`src/rtl/fp16_vec_accumulator.sv`:
```
// ---------------------------------------------------------------------------
// fp16_vec_accumulator
//
// Purpose:
//   Streaming reduction front-end for an external combinational FP16 adder.
//   Beats of a vector arrive on a valid/ready stream. Each beat is added to
//   the running accumulator by the external adder (add_a + add_b -> add_sum),
//   and the sum is registered back into the accumulator. When a vector ends,
//   the total is presented on the output stream and held until it is taken.
//
// Ports:
//   clk          system clock, rising edge
//   rst_n        asynchronous active-low reset
//   in_valid     input beat valid
//   in_ready     block can accept a beat (high in ACC, low in HOLD)
//   in_data      FP16 operand of the current beat
//   in_last      current beat is the final beat of the vector
//   add_a        adder operand F1, always the accumulator register
//   add_b        adder operand F2, always in_data (combinational)
//   add_sum      adder result F3, combinational add_a + add_b
//   out_valid    result valid
//   out_ready    downstream accepts the result
//   out_data     accumulated FP16 sum (zero while no result is held)
//   out_count    number of beats summed into out_data
//   out_special  result exponent is all ones (Inf or NaN)
//   out_trunc    vector was cut at MAX_LEN without in_last
// ---------------------------------------------------------------------------
module fp16_vec_accumulator #(
  parameter int MAX_LEN = 64,
  parameter int CNT_W   = $clog2(MAX_LEN + 1)
) (
  input  logic             clk,
  input  logic             rst_n,
  input  logic             in_valid,
  output logic             in_ready,
  input  logic [15:0]      in_data,
  input  logic             in_last,
  output logic [15:0]      add_a,
  output logic [15:0]      add_b,
  input  logic [15:0]      add_sum,
  output logic             out_valid,
  input  logic             out_ready,
  output logic [15:0]      out_data,
  output logic [CNT_W-1:0] out_count,
  output logic             out_special,
  output logic             out_trunc
);

  typedef enum logic {
    ACC  = 1'b0,
    HOLD = 1'b1
  } state_t;

  // Count value of the beat that fills the vector to MAX_LEN.
  localparam logic [CNT_W-1:0] LAST_IDX = CNT_W'(MAX_LEN - 1);
  localparam logic [CNT_W-1:0] CNT_ONE  = CNT_W'(1);

  state_t           state;
  state_t           state_next;
  logic [15:0]      acc;
  logic [CNT_W-1:0] count;
  logic [CNT_W-1:0] out_count_q;
  logic             trunc_q;

  logic             accept;
  logic             end_of_vec;
  logic             handoff;

  // The adder sits in a purely combinational loop around the accumulator:
  // its operands never depend on in_valid, so the sum is always ready to
  // be captured on whichever edge accepts a beat.
  assign add_a = acc;
  assign add_b = in_data;

  // State register.
  always_ff @(posedge clk or negedge rst_n) begin
    if (!rst_n) begin
      state <= ACC;
    end else begin
      state <= state_next;
    end
  end

  // Next-state and handshake decode. A vector ends either on in_last or
  // when the beat being accepted is the MAX_LEN-th one, so the counter can
  // never wrap. In HOLD nothing is accepted, including the handoff cycle.
  always_comb begin
    state_next = state;
    in_ready   = 1'b0;
    out_valid  = 1'b0;
    accept     = 1'b0;
    end_of_vec = 1'b0;
    handoff    = 1'b0;
    case (state)
      ACC: begin
        in_ready   = 1'b1;
        accept     = in_valid;
        end_of_vec = in_valid && (in_last || (count == LAST_IDX));
        if (end_of_vec) begin
          state_next = HOLD;
        end
      end
      HOLD: begin
        out_valid = 1'b1;
        handoff   = out_ready;
        if (handoff) begin
          state_next = ACC;
        end
      end
      default: begin
        state_next = ACC;
      end
    endcase
  end

  // Accumulator, beat counter and result metadata. The accumulator restarts
  // from +0 after each handoff, so the first beat of a vector is summed with
  // +0 by the adder. Special values are not interpreted; whatever the adder
  // returns is stored, which lets NaN/Inf propagate to the result.
  always_ff @(posedge clk or negedge rst_n) begin
    if (!rst_n) begin
      acc         <= 16'h0000;
      count       <= '0;
      out_count_q <= '0;
      trunc_q     <= 1'b0;
    end else if (handoff) begin
      acc         <= 16'h0000;
      count       <= '0;
      out_count_q <= '0;
      trunc_q     <= 1'b0;
    end else if (accept) begin
      acc   <= add_sum;
      count <= count + CNT_ONE;
      if (end_of_vec) begin
        out_count_q <= count + CNT_ONE;
        trunc_q     <= ~in_last;
      end
    end
  end

  // The result is only exposed while it is being offered; the partial sum
  // of a vector in progress stays internal.
  assign out_data    = out_valid ? acc : 16'h0000;
  assign out_special = out_valid && (acc[14:10] == 5'h1F);
  assign out_count   = out_count_q;
  assign out_trunc   = trunc_q;

endmodule

```
`config.mk`:
```
export PLATFORM = sky130hd
export DESIGN_NAME = fp16_vec_accumulator
export DESIGN_NICKNAME = d
export VERILOG_FILES = /design/src/rtl/fp16_vec_accumulator.sv
export SDC_FILE = /design/constraint.sdc
export NUM_CORES = 1
export LEC_CHECK = 0
export ABC_CLOCK_PERIOD_IN_PS = 2600
export CAP_MARGIN = 20
export CORE_UTILIZATION = 25
export DETAILED_ROUTE_END_ITERATION = 10
export DONT_BUFFER_PORTS = 1
export SYNTH_ARGS = -nofsm -noshare
export SYNTH_HDL_FRONTEND = slang
export SYNTH_SLANG_ARGS = --single-unit
export TNS_END_PERCENT = 50
```
`constraint.sdc`:
```
create_clock -name clk -period 2.6 [get_ports clk]
set_clock_uncertainty 0.1 [all_clocks]
set_input_delay 0.39 -clock clk [delete_from_list [all_inputs] [get_ports clk]]
set_output_delay 0.39 -clock clk [all_outputs]
set_load 0.02 [all_outputs]
```
After elaboration in Yosys (flattened, before gate mapping)
Index checks and enable logic that the tools add are counted.
Word-level totals
  word-level logic and storage cells: 35
  input port bits: 37
  output and inout port bits: 59
  bits in registers: 32
Operators by class
  mux-type cells: 19
  add/subtract/negate cells: 1
  equality and inequality tests: 2
  bitwise operators: 2
  reduce and logical (&&, ||, !) cells: 6
Operators by type and width (count)
  $mux W16: 3
  $mux W7: 5
  $mux W1: 10
  $add A7 B1 Y7 const B: 1
  $eq A7 B6 Y1 const B: 1
  $eq A5 B5 Y1 const B: 1
  $reduce_bool A2 Y1: 2
  $logic_and A1 B1 Y1: 2
  $not A1 Y1: 2
  $pmux W1 S2: 1
  $reduce_and A2 Y1: 1
  $logic_or A1 B1 Y1: 1

Longest topological paths before layout
Gate-level depths: netlist of the first run.
  depth after elaboration: 7
  gate-level depth with buffers: 6
  depth with buffers taken out: 5

Worst setup path after synthesis of the first run
Ideal clock, no wire load.
  path kind: reg2out
  start: reg state
  end: out out_data[10]
  cell stages (with the launch flop): 4
  data arrival time: 1231 ps
  path buffers: 2
  path slack: 879 ps
  data required time: 2110 ps
  path through: dfrtp_1 > clkbuf_1 > clkbuf_1 > and2_1
Between the ends
  longest elaborated chain between the ends: 2
Ends and longest elaborated chain
  from (decl): line 58  | state_t state;
  from (signal assigned): line 80  | state <= state_next;
  $mux W1: line 94  | case (state)
  $mux W16: line 143  | assign out_data = out_valid ? acc : 16'h0000;
  to (decl): line 43  | output logic [15:0] out_data,
No other way between the ends.

Worst setup path after layout of the first run
  start: reg state
  end: out out_special
Between the ends
  longest elaborated chain between the ends: 2
Ends and longest elaborated chain
  $mux W1: line 94
  $logic_and A1 B1 Y1: line 144  | assign out_special = out_valid && (acc[14:10] == 5'h1F);
  to (decl): line 45  | output logic out_special,
No other way between the ends.

==> impl_results.md, run 1 <==
- Final setup vio count: 0
- Grt total ovfl: 0
- Mapped cell area: around 1500 um2
- Hold_sp: out_ready
- Worst r2r src: count[0]
- Final hold violation count: 0
- Total global-route track usage: between 10% and 20%
- Number of diodes: 0
- Residual DRC count: 0
- Fillers: ~630
- Clk_lat worst skew: 280 ps
- CP max FO: 15
- IO buf count: 0
- Via/cell ratio: approximately 4.9
- Area grow syn2layout: 4.36%
- Net Count, Synth: 185
- Reg2reg setup slack: between 700 and 800 ps
- Clock root buffer master: clkbuf_8
- Status: finished clean
- Layout cells sized above 1: 8.96%
- Final GP Congestion: about 0.72
- Commonest non-fill, non-tap cell in the layout: dfrtp_1
- CP Data Arrival Time: 1670 ps
- DIE WIDTH: 80.7 um
- Nets@finish: 174
- Die extent in y: roughly 81 um
- Commonest register cell after synthesis: dfrtp_1
- Commonest non-fill, non-tap cells in the layout: 32 x dfrtp_1, 16 x a22o_1, 15 x and2_1, 9 x nand2_1, 9 x nand3_1
- Sequential area share after synthesis: roughly half
- Hold Crit Depth: 1
- Placement row count: 28
- DRT Pass-1 Iters: 3
- Die outline area: ~6500 um2
- Total power: between 1000 and 1500 uW
- Total clock buffers created by CTS: 5
- CP endpoint kind: primary output
- Synth Instances: 147
- Fin Setup TNS: 0 ps
- Hold Path Class: primary input to flop
- DR vias: 1018
- Syn avg cell area: roughly 11 um2
- Max-Cap Viols: 0
- Relative slew slack: between 60% and 70%
- Antenna violations before repair: 0
- Avg WL per Cell: between 15 and 20 um
- Asr flop ratio synth: 100%
- Tmin final: around 2200 ps
- Detail Route Antenna Nets: 0
- Clock sinks: 32
- Final number of max-transition violations: 0
- Ports: 96
- Startpoint class of the critical path: flop
- Type of the worst setup path: flop to primary output
- Leakage power total: ~0.00073 uW
- Initial Util: about a quarter
- CTS clock-pin slew for the worst setup and hold paths: roughly 60 ps
- Core footprint: slightly below 6000 um2
- Max Fclk: approximately 460 MHz
- Pin count of the biggest net entering global routing: 33
- DRT iter0 DRCs: 54
- Yosys warning count: 0
- P per Cell Area: approximately 820 nW/um2
- CTS tree: built
- Min Hold Slack: ~92 ps
- Max rail drop VDD: between 0.2 and 0.25 mV
- Number of global-route vias before repair: between 900 and 1k
- Postcts setup bufs: 0
- Worst Path Required: 2110 ps
- CTS Buffer Depth: 2
- First-pass GRT wire length: between 4 and 5 mm
- Crit path from: state
- Post-Route WL: approximately 3.3 mm
- Post-DP HPWL: approximately 2.2 mm
- Tightest Pin Transition: between 500 and 600 ps
- Reg2Reg Depth: 4
- Fin crit share: between 80% and 90%
- Yosys reg bits: 32
- Max H-tree Level: 2
- RSZ-0062 raised after global routing: false
- Post-synth EDFFs: 0
- Synth cell types: 30
## sequential cells by signal, indices dropped and copies added, names as in the netlist
signal / count
count: 7
state: 1
add_a: 16
out_count: 7
out_trunc: 1
## what timing repair did
action,CTS,global route
hold buffers,2,0
hold endpoints to repair,32,0
gates resized for setup,0,0
## cell type report
type                    count  area, um2  area share [%]
flip-flops and latches     32        801            49.5
multi-input cells          88        586            36.2
well taps                  75       93.8            5.80
clock buffers               5       68.8            4.26
repair buffers              5       52.6            3.25
inverters                   4       15.0           0.929
## cell families (layout without fill, tap and decap cells)
group / count (synthesis) / in the layout / synth area share, %
fa+ha+maj: 1 / 1 / 0.808
xor+xnor: 6 / 6 / 3.39
simple gates: 43 / 43 / 15.4
flops: 32 / 32 / 51.7
compound gates: 37 / 37 / 17.1
buf+inv: 27 / 14 / 10.9
mux: 1 / 1 / 0.646
## final timing paths
kind | to
min | count[2]
max | out_special
max reg2reg | state
max in group asynchronous | add_a[14]
min reg2reg | count[1]
min in group asynchronous | count[6]
## metal layers
layer	up-vias	share of wire (%)	wire length, um	GRT usage, %
met2	48	49	1590	17.4
met4	0	1.4	46	4.64
li1	473	-	-	-
met1	491	40	1320	11.5
met5	-	0	0	0
met3	6	9.4	308	5.11
## critical path, cell delays in order (launching register included)
cell and delay (ps):
dfrtp_1 700, buf_4 280, nand2_1 80, nor2_1 330
## Yosys cell counts, types with 3 or more instances
cell type | number | area share [%]
nand2_1 | 9 | 2.2
o21ai_0 | 8 | 2.6
o21ai_1 | 3 | 0.97
dfrtp_1 | 32 | 52
and2_1 | 15 | 6.1
inv_1 | 4 | 0.97
xor2_1 | 4 | 2.3
nand3_1 | 9 | 2.9
a22o_1 | 16 | 9.0
buf_2 | 3 | 0.97
a21oi_1 | 5 | 1.6
clkbuf_1 | 3 | 0.73
buf_4 | 17 | 8.2
## power by group
group	leakage [uW]	internal (uW)	switching, uW
combinational	0.000278	93.2	133
clock	0.0000359	172	170
sequential	0.000416	582	170
## metrics by stage
step                instance area, um2  instances  utilization (%)  setup slack, ps
floorplan                         1550        147                -              879
finish                            1620        209             27.1              435
detailed placement                1520        202             25.5              748
global route                      1620        209             27.1              346
global placement                  1520        202             25.5              769
CTS                               1620        209             27.1              431
Note: power is estimated with default switching activity, not from simulation.
==> run 2, diff against run 1 <==
Settings changed: ABC_CLOCK_PERIOD_IN_PS 2600 to 2200.
Clock period 2.6 ns to 2.2 ns, I/O delays scaled along.
==> run 2 against run 1 <==
Compared with the run above: first-iteration DRC count down 7.4%; critical path depth unchanged; critical endpoint unchanged; combinational power increased by 23%; final cell count increased by 1.9%; largest cell class unchanged; core utilization increased by 0.78 points; via count rose by 0.59%; highest routed layer unchanged; final area is 2.9% higher; hold slack got worse by 70 ps; die area unchanged.
==> impl_results.md, run 2 (synthesis gave the netlist of run 1 again) <==
- CP endpoint kind: primary output
- Design area: 1660 um2 (+2.9%)
- IO buf count: 0 (unchanged)
- Placement Setup Slack: 416 ps (-332 ps)
- Final hold violation count: 0 (unchanged)
- Hold_sp: out_ready
- Worst r2r src: count[0]
- Total global-route track usage: 11.3% (+0.77 points)
- DRT iter0 DRCs: 50 (-7.4%)
- Antenna violations before repair: 0 (unchanged)
- Met1 Use GR: 12.8% (+1.3 points)
- Clock root buffer master: clkbuf_8
- First-pass GRT wire length: 5.29 mm (+7.0%)
- CTS clock-pin slew for the worst setup and hold paths: 70 ps (about the same)
- Final number of max-transition violations: 0 (unchanged)
- Fin crit share: roughly nine tenths
- Final setup vio count: 0 (unchanged)
- P per Cell Area: 1030 nW/um2 (+27%)
- Placement row count: 28 (unchanged)
- Clk_lat worst skew: 280 ps (about the same)
- Area grow syn2layout: 7.35%
- Residual DRC count: 0 (unchanged)
- Total power: 1720 uW (+30%)
- Pin count of the biggest net entering global routing: 33 (unchanged)
- Initial Util: 26.0% (unchanged)
- Number of diodes: 0 (unchanged)
- Grt met3 use: 4.89% (-0.23 points)
- Reg2Reg Depth: 4 (unchanged)
- Core footprint: 5960 um2 (unchanged)
- Type of the worst setup path: flop to primary output
- Hold Crit Depth: 1 (unchanged)
- CP max FO: 12 (-3)
- Ports: 96 (unchanged)
- Clock sinks: 32 (unchanged)
- Grt total ovfl: 0 (unchanged)
- CP Data Arrival Time: 1530 ps (-140 ps)
- Reg2reg setup slack: 420 ps (-330 ps)
- Leakage power total: 0.000754 uW (+3.3%)
- Hold Path Class: primary input to flop
- Post-DP HPWL: 2.31 mm (+3.9%)
- Max reg flops: 16 (unchanged)
- GRT busiest layer: met2
- Fin Setup TNS: 0 ps (unchanged)
- GR Layer Usage met2: 18.5% (+1.1 points)
- Tightest Pin Transition: 476 ps (-95.6 ps)
- Relative slew slack: 68.1% (+6.2 points)
- Via/cell ratio: 4.81 (-1.3%)
- Tmin final: 1960 ps
- Detail Route Antenna Nets: 0 (unchanged)
- DRT Pass-1 Iters: 3 (unchanged)
- Commonest non-fill, non-tap cells in the layout: 32 x dfrtp_1, 16 x a22o_1, 15 x and2_1, 9 x nand2_1, 9 x nand3_1
- Layout cells sized above 1: 10.9% (+1.9 points)
- Post-CTS Resized: 0 (unchanged)
- Max H-tree Level: 2 (unchanged)
- Die outline area: 6510 um2 (unchanged)
- Final GP Congestion: 0.787 (+9.4%)
- WHS Endpoint: count[3]
- Max rail drop VDD: 0.352 mV (+56%)
- Number of global-route vias before repair: 1017 (+3.9%)
- DR vias: 1024 (+0.59%)
- Max-Cap Viols: 0 (unchanged)
- Die extent in y: 80.7 um (unchanged)
- Status: finished clean
- Startpoint class of the critical path: flop
- Core Util, Final: 27.9% (+0.78 points)
- CTS Buffer Depth: 2 (unchanged)
- Nets@finish: 175 (+0.57%)
- RSZ-0062 raised after global routing: false
- Total clock buffers created by CTS: 5 (unchanged)
- Final WS setup: 244 ps (-191 ps)
- DP Area: 1530 um2 (+0.49%)
- DIE WIDTH: 80.7 um (unchanged)
- Post-Route WL: 3.31 mm (+1.3%)
- Max Fclk: about 500 MHz
- Avg WL per Cell: 15.5 um (-0.59%)
- CTS tree: built
- Critical R2R Capture: out_count[2]
- Commonest non-fill, non-tap cell in the layout: dfrtp_1
- Worst Path Required: 1770 ps (-340 ps)
## run 2: cell types whose count changed in the layout (fill, tap and decap cells not counted)
cell,before,now
clkinv_2,0,1
bufinv_16,0,1
clkbuf_1,0,1
buf_4,3,4
## run 2: cell type report
type	instances	area [um2]
sequential	32	801
multi-input combinational	88	586
clock inverter	2	35.0
clock buffer	6	72.6
inverter	4	15.0
tap	75	93.8
timing repair buffer	6	60.1
fill	641	4290
## run 2: worst max path at each step
stage / start / end / slack, ps
finish: state / out_special / 240
floorplan: state / out_data[10] / 540
global route: state / out_special / 130
detailed placement: count[0] / state / 420
global placement: count[0] / state / 480
CTS: state / out_special / 220
## run 2: what timing repair did
action / in CTS / in global routing
endpoints found under the hold margin: 32 / 0
setup endpoints to repair: 0 / 0
hold buffers: 2 / 0
setup buffers: 0 / 0
## run 2: critical path, cell delays in order, from the launching register on
cell and delay [ps]:
dfrtp_1 620, buf_4 230, nand2_1 70, nor2_1 320
## run 2: through the flow
| stage | hold slack (ps) | cells |
|---|---|---|
| after floorplan | -65.6 | 147 |
| after global placement | -64.1 | 203 |
| final | 22.4 | 213 |
| after detailed placement | -64.3 | 203 |
| after CTS | 9.44 | 213 |
| after global routing | 0.615 | 213 |
## run 2: routing by layer
metal	up-vias	part of all wire (%)
met2	49	49
met5	-	0
met4	0	1.3
met3	4	9.3
met1	497	40
li1	474	-
## run 2: power by group
group	switching, uW	internal [uW]	total [uW]
logic	166	113	279
registers	198	687	885
clock network	219	336	555
==> run 3, diff against run 2 <==
==> constraint.sdc (replaced) <==
create_clock -name clk -period 2.2 [get_ports clk]
set_clock_uncertainty 0.1 [all_clocks]
set_input_delay 0.44 -clock clk [delete_from_list [all_inputs] [get_ports clk]]
set_output_delay 0.44 -clock clk [all_outputs]
set_load 0.1 [all_outputs]
==> run 3 against run 2 <==
Compared with the run above: die area unchanged; flip-flop and latch count unchanged; sequential share of layout area down 10 points; worst setup slack worse by 110 ps; non-clock buffer count up 37; critical path depth unchanged; clock power down 17%; hold slack better by 130 ps; final area up 26%; register-to-register slack worse by 50 ps; routed wire length up 10%.
==> impl_results.md, run 3 (synthesis gave the netlist of run 1 again) <==
- Max reg flops: 16 (unchanged)
- CTS tree: built
- Post-CTS Resized: 0 (unchanged)
- DR vias: 1162 (+13%)
- Clk pwr share: 18.7% (-14 points)
- Ports: 96 (unchanged)
- Postcts setup bufs: 0 (unchanged)
- Grt total ovfl: 0 (unchanged)
- Number of diodes: 0 (unchanged)
- Final GP Congestion: 0.783 (-0.51%)
- Detail Route Antenna Nets: 0 (unchanged)
- Startpoint class of the critical path: flop
- Commonest non-fill, non-tap cell in the layout: dfrtp_1
- Residual DRC count: 0 (unchanged)
- Area grow syn2layout: 35.5%
- Seq pwr share: 31.7% (-20 points)
- CTS clock-pin slew for the worst setup and hold paths: 60 ps (about the same)
- Hold Path Class: primary input to flop
- Placed insts: 240 (+18%)
- RSZ-0062 raised after global routing: false
- CP max FO: 26 (+14)
- Initial Util: 26.0% (unchanged)
- Internal power: 1220 uW (+7.5%)
- First-pass GRT wire length: 5.63 mm (+6.4%)
- P per Cell Area: 1170 nW/um2 (+13%)
- Commonest non-fill, non-tap cells in the layout: 31 x dfrtp_1, 30 x buf_4, 16 x a22o_1, 12 x buf_12
- Fillers: 602 (-6.1%)
- IO buf count: 0 (unchanged)
- CP Data Arrival Time: 1530 ps (about the same)
- Post-Route WL: 3.65 mm (+10%)
- DIE WIDTH: 80.7 um (unchanged)
- Tightest Pin Transition: 477 ps (+1.15 ps)
- Relative slew slack: 68.0% (-0.077 points)
- Worst Path Buf+Inv: 1 (unchanged)
- Placement row count: 28 (unchanged)
- Comb power frac: 49.7% (+33 points)
- Area of the multi-input gates: 619 um2 (+5.8%)
- Pin count of the biggest net entering global routing: 33 (unchanged)
- Fin cells: 250 (+17%)
- Final hold violation count: 0 (unchanged)
- Status: finished clean
- Max-Cap Viols: 0 (unchanged)
- Switching Share: 50.3% (+16 points)
- Register area: 802 um2 (+0.16%)
- CP endpoint kind: primary output
- Crit-path max cell delay: 660 ps (+40 ps)
- Max H-tree Level: 2 (unchanged)
- CTS Buffer Depth: 2 (unchanged)
- Clock sinks: 32 (unchanged)
- Tmin final: 2070 ps (+114 ps)
- Crit-path cells: nand2_1 -> nor2_4 -> buf_12
- Final setup vio count: 0 (unchanged)
- P_sw: 1240 uW (+110%)
- Fin crit share: 94.1% (+5.2 points)
- Total clock buffers created by CTS: 5 (unchanged)
- Max Fclk: 483 MHz (-5.5%)
- Core footprint: 5960 um2 (unchanged)
- Max rail drop VDD: 0.488 mV (+39%)
- DRT Pass-1 Iters: 4 (+1)
- Via/cell ratio: 4.65 (-3.3%)
- Die outline area: 6510 um2 (unchanged)
- Nets@finish: 212 (+21%)
- Layout cells sized above 1: 39.4% (+29 points)
- Number of global-route vias before repair: 1144 (+12%)
- Avg WL per Cell: 14.6 um (-6.0%)
- Leakage power total: 0.000974 uW (+29%)
- Crit path max-delay family: flip-flops
- Type of the worst setup path: flop to primary output
- Worst Path Required: 1660 ps (-110 ps)
- Die extent in y: 80.7 um (unchanged)
- Total global-route track usage: 11.6% (+0.25 points)
- Final number of max-transition violations: 0 (unchanged)
- DRT iter0 DRCs: 66 (+32%)
- Antenna violations before repair: 0 (unchanged)
- Clock root buffer master: clkbuf_8
- Fin Setup TNS: 0 ps (unchanged)
- Clk_lat worst skew: 270 ps (about the same)
- Post-DP HPWL: 2.59 mm (+12%)
- Slowest cell on the critical path: dfrtp_2
[run 3: cell type report]
| type | count | area share, % |
|---|---|---|
| sequential | 32 | 38.2 |
| inverter | 4 | 0.894 |
| multi-input combinational | 88 | 29.5 |
| tap | 75 | 4.47 |
| clock buffer | 8 | 4.29 |
| timing repair buffer | 43 | 22.6 |
[run 3: metrics by stage]
stage / total power [uW] / hold WS [ps] / setup slack (ps) / utilization (%) / instance area [um2]
after floorplan: 1860 / 44.4 / -99.8 / - / 1590
after global placement: 1990 / 46.0 / 393 / 33.2 / 1980
after detailed placement: 2000 / 45.9 / 403 / 33.2 / 1980
after CTS: 2490 / 135 / 88.0 / 35.3 / 2100
after global routing: 2570 / 139 / 20.1 / 35.3 / 2100
final: 2460 / 149 / 131 / 35.3 / 2100
[run 3: routing by layer]
metal  global-route usage, %  vias up  wire length [um]
li1                        -      549                 -
met1                    15.5      557              1650
met2                    17.8       51              1620
met3                    3.86        5               361
met4                    3.21        0                19
met5                       0        -                 0
[run 3: worst register-to-register path: stages (launching register included)]
cell and delay [ps]:
dfrtp_1 430, ha_1 300, and4bb_1 240, a21boi_2 410
o21ai_0 190
[run 3: path summary, 6_finish.rpt]
kind / start / to / slack, ps / cells past startpoint
setup / recovery: state / out_special / 130 / 3
hold / removal: out_ready / count[3] / 150 / 1
setup reg to reg: count[0] / state / 370 / 4
hold reg to reg: out_count[4] / out_count[4] / 430 / 2
max in group asynchronous: rst_n / state / 1310 / 2
min in group asynchronous: rst_n / add_a[8] / 510 / 2
[run 3: power groups by stage]
stage / sequential (uW) / combinational [uW] / clock, uW
6_report: 778 / 1220 / 458
5_1_grt: 794 / 1270 / 514
4_1_cts: 778 / 1230 / 481
3_5_place_dp: 788 / 1210 / 0
3_3_place_gp: 784 / 1200 / 0
2_1_floorplan: 1320 / 534 / 0
[run 3: what timing repair did]
item,4_1_cts,5_1_grt
hold endpoints to repair,32,0
setup endpoints to repair,0,0
hold buffers,2,0
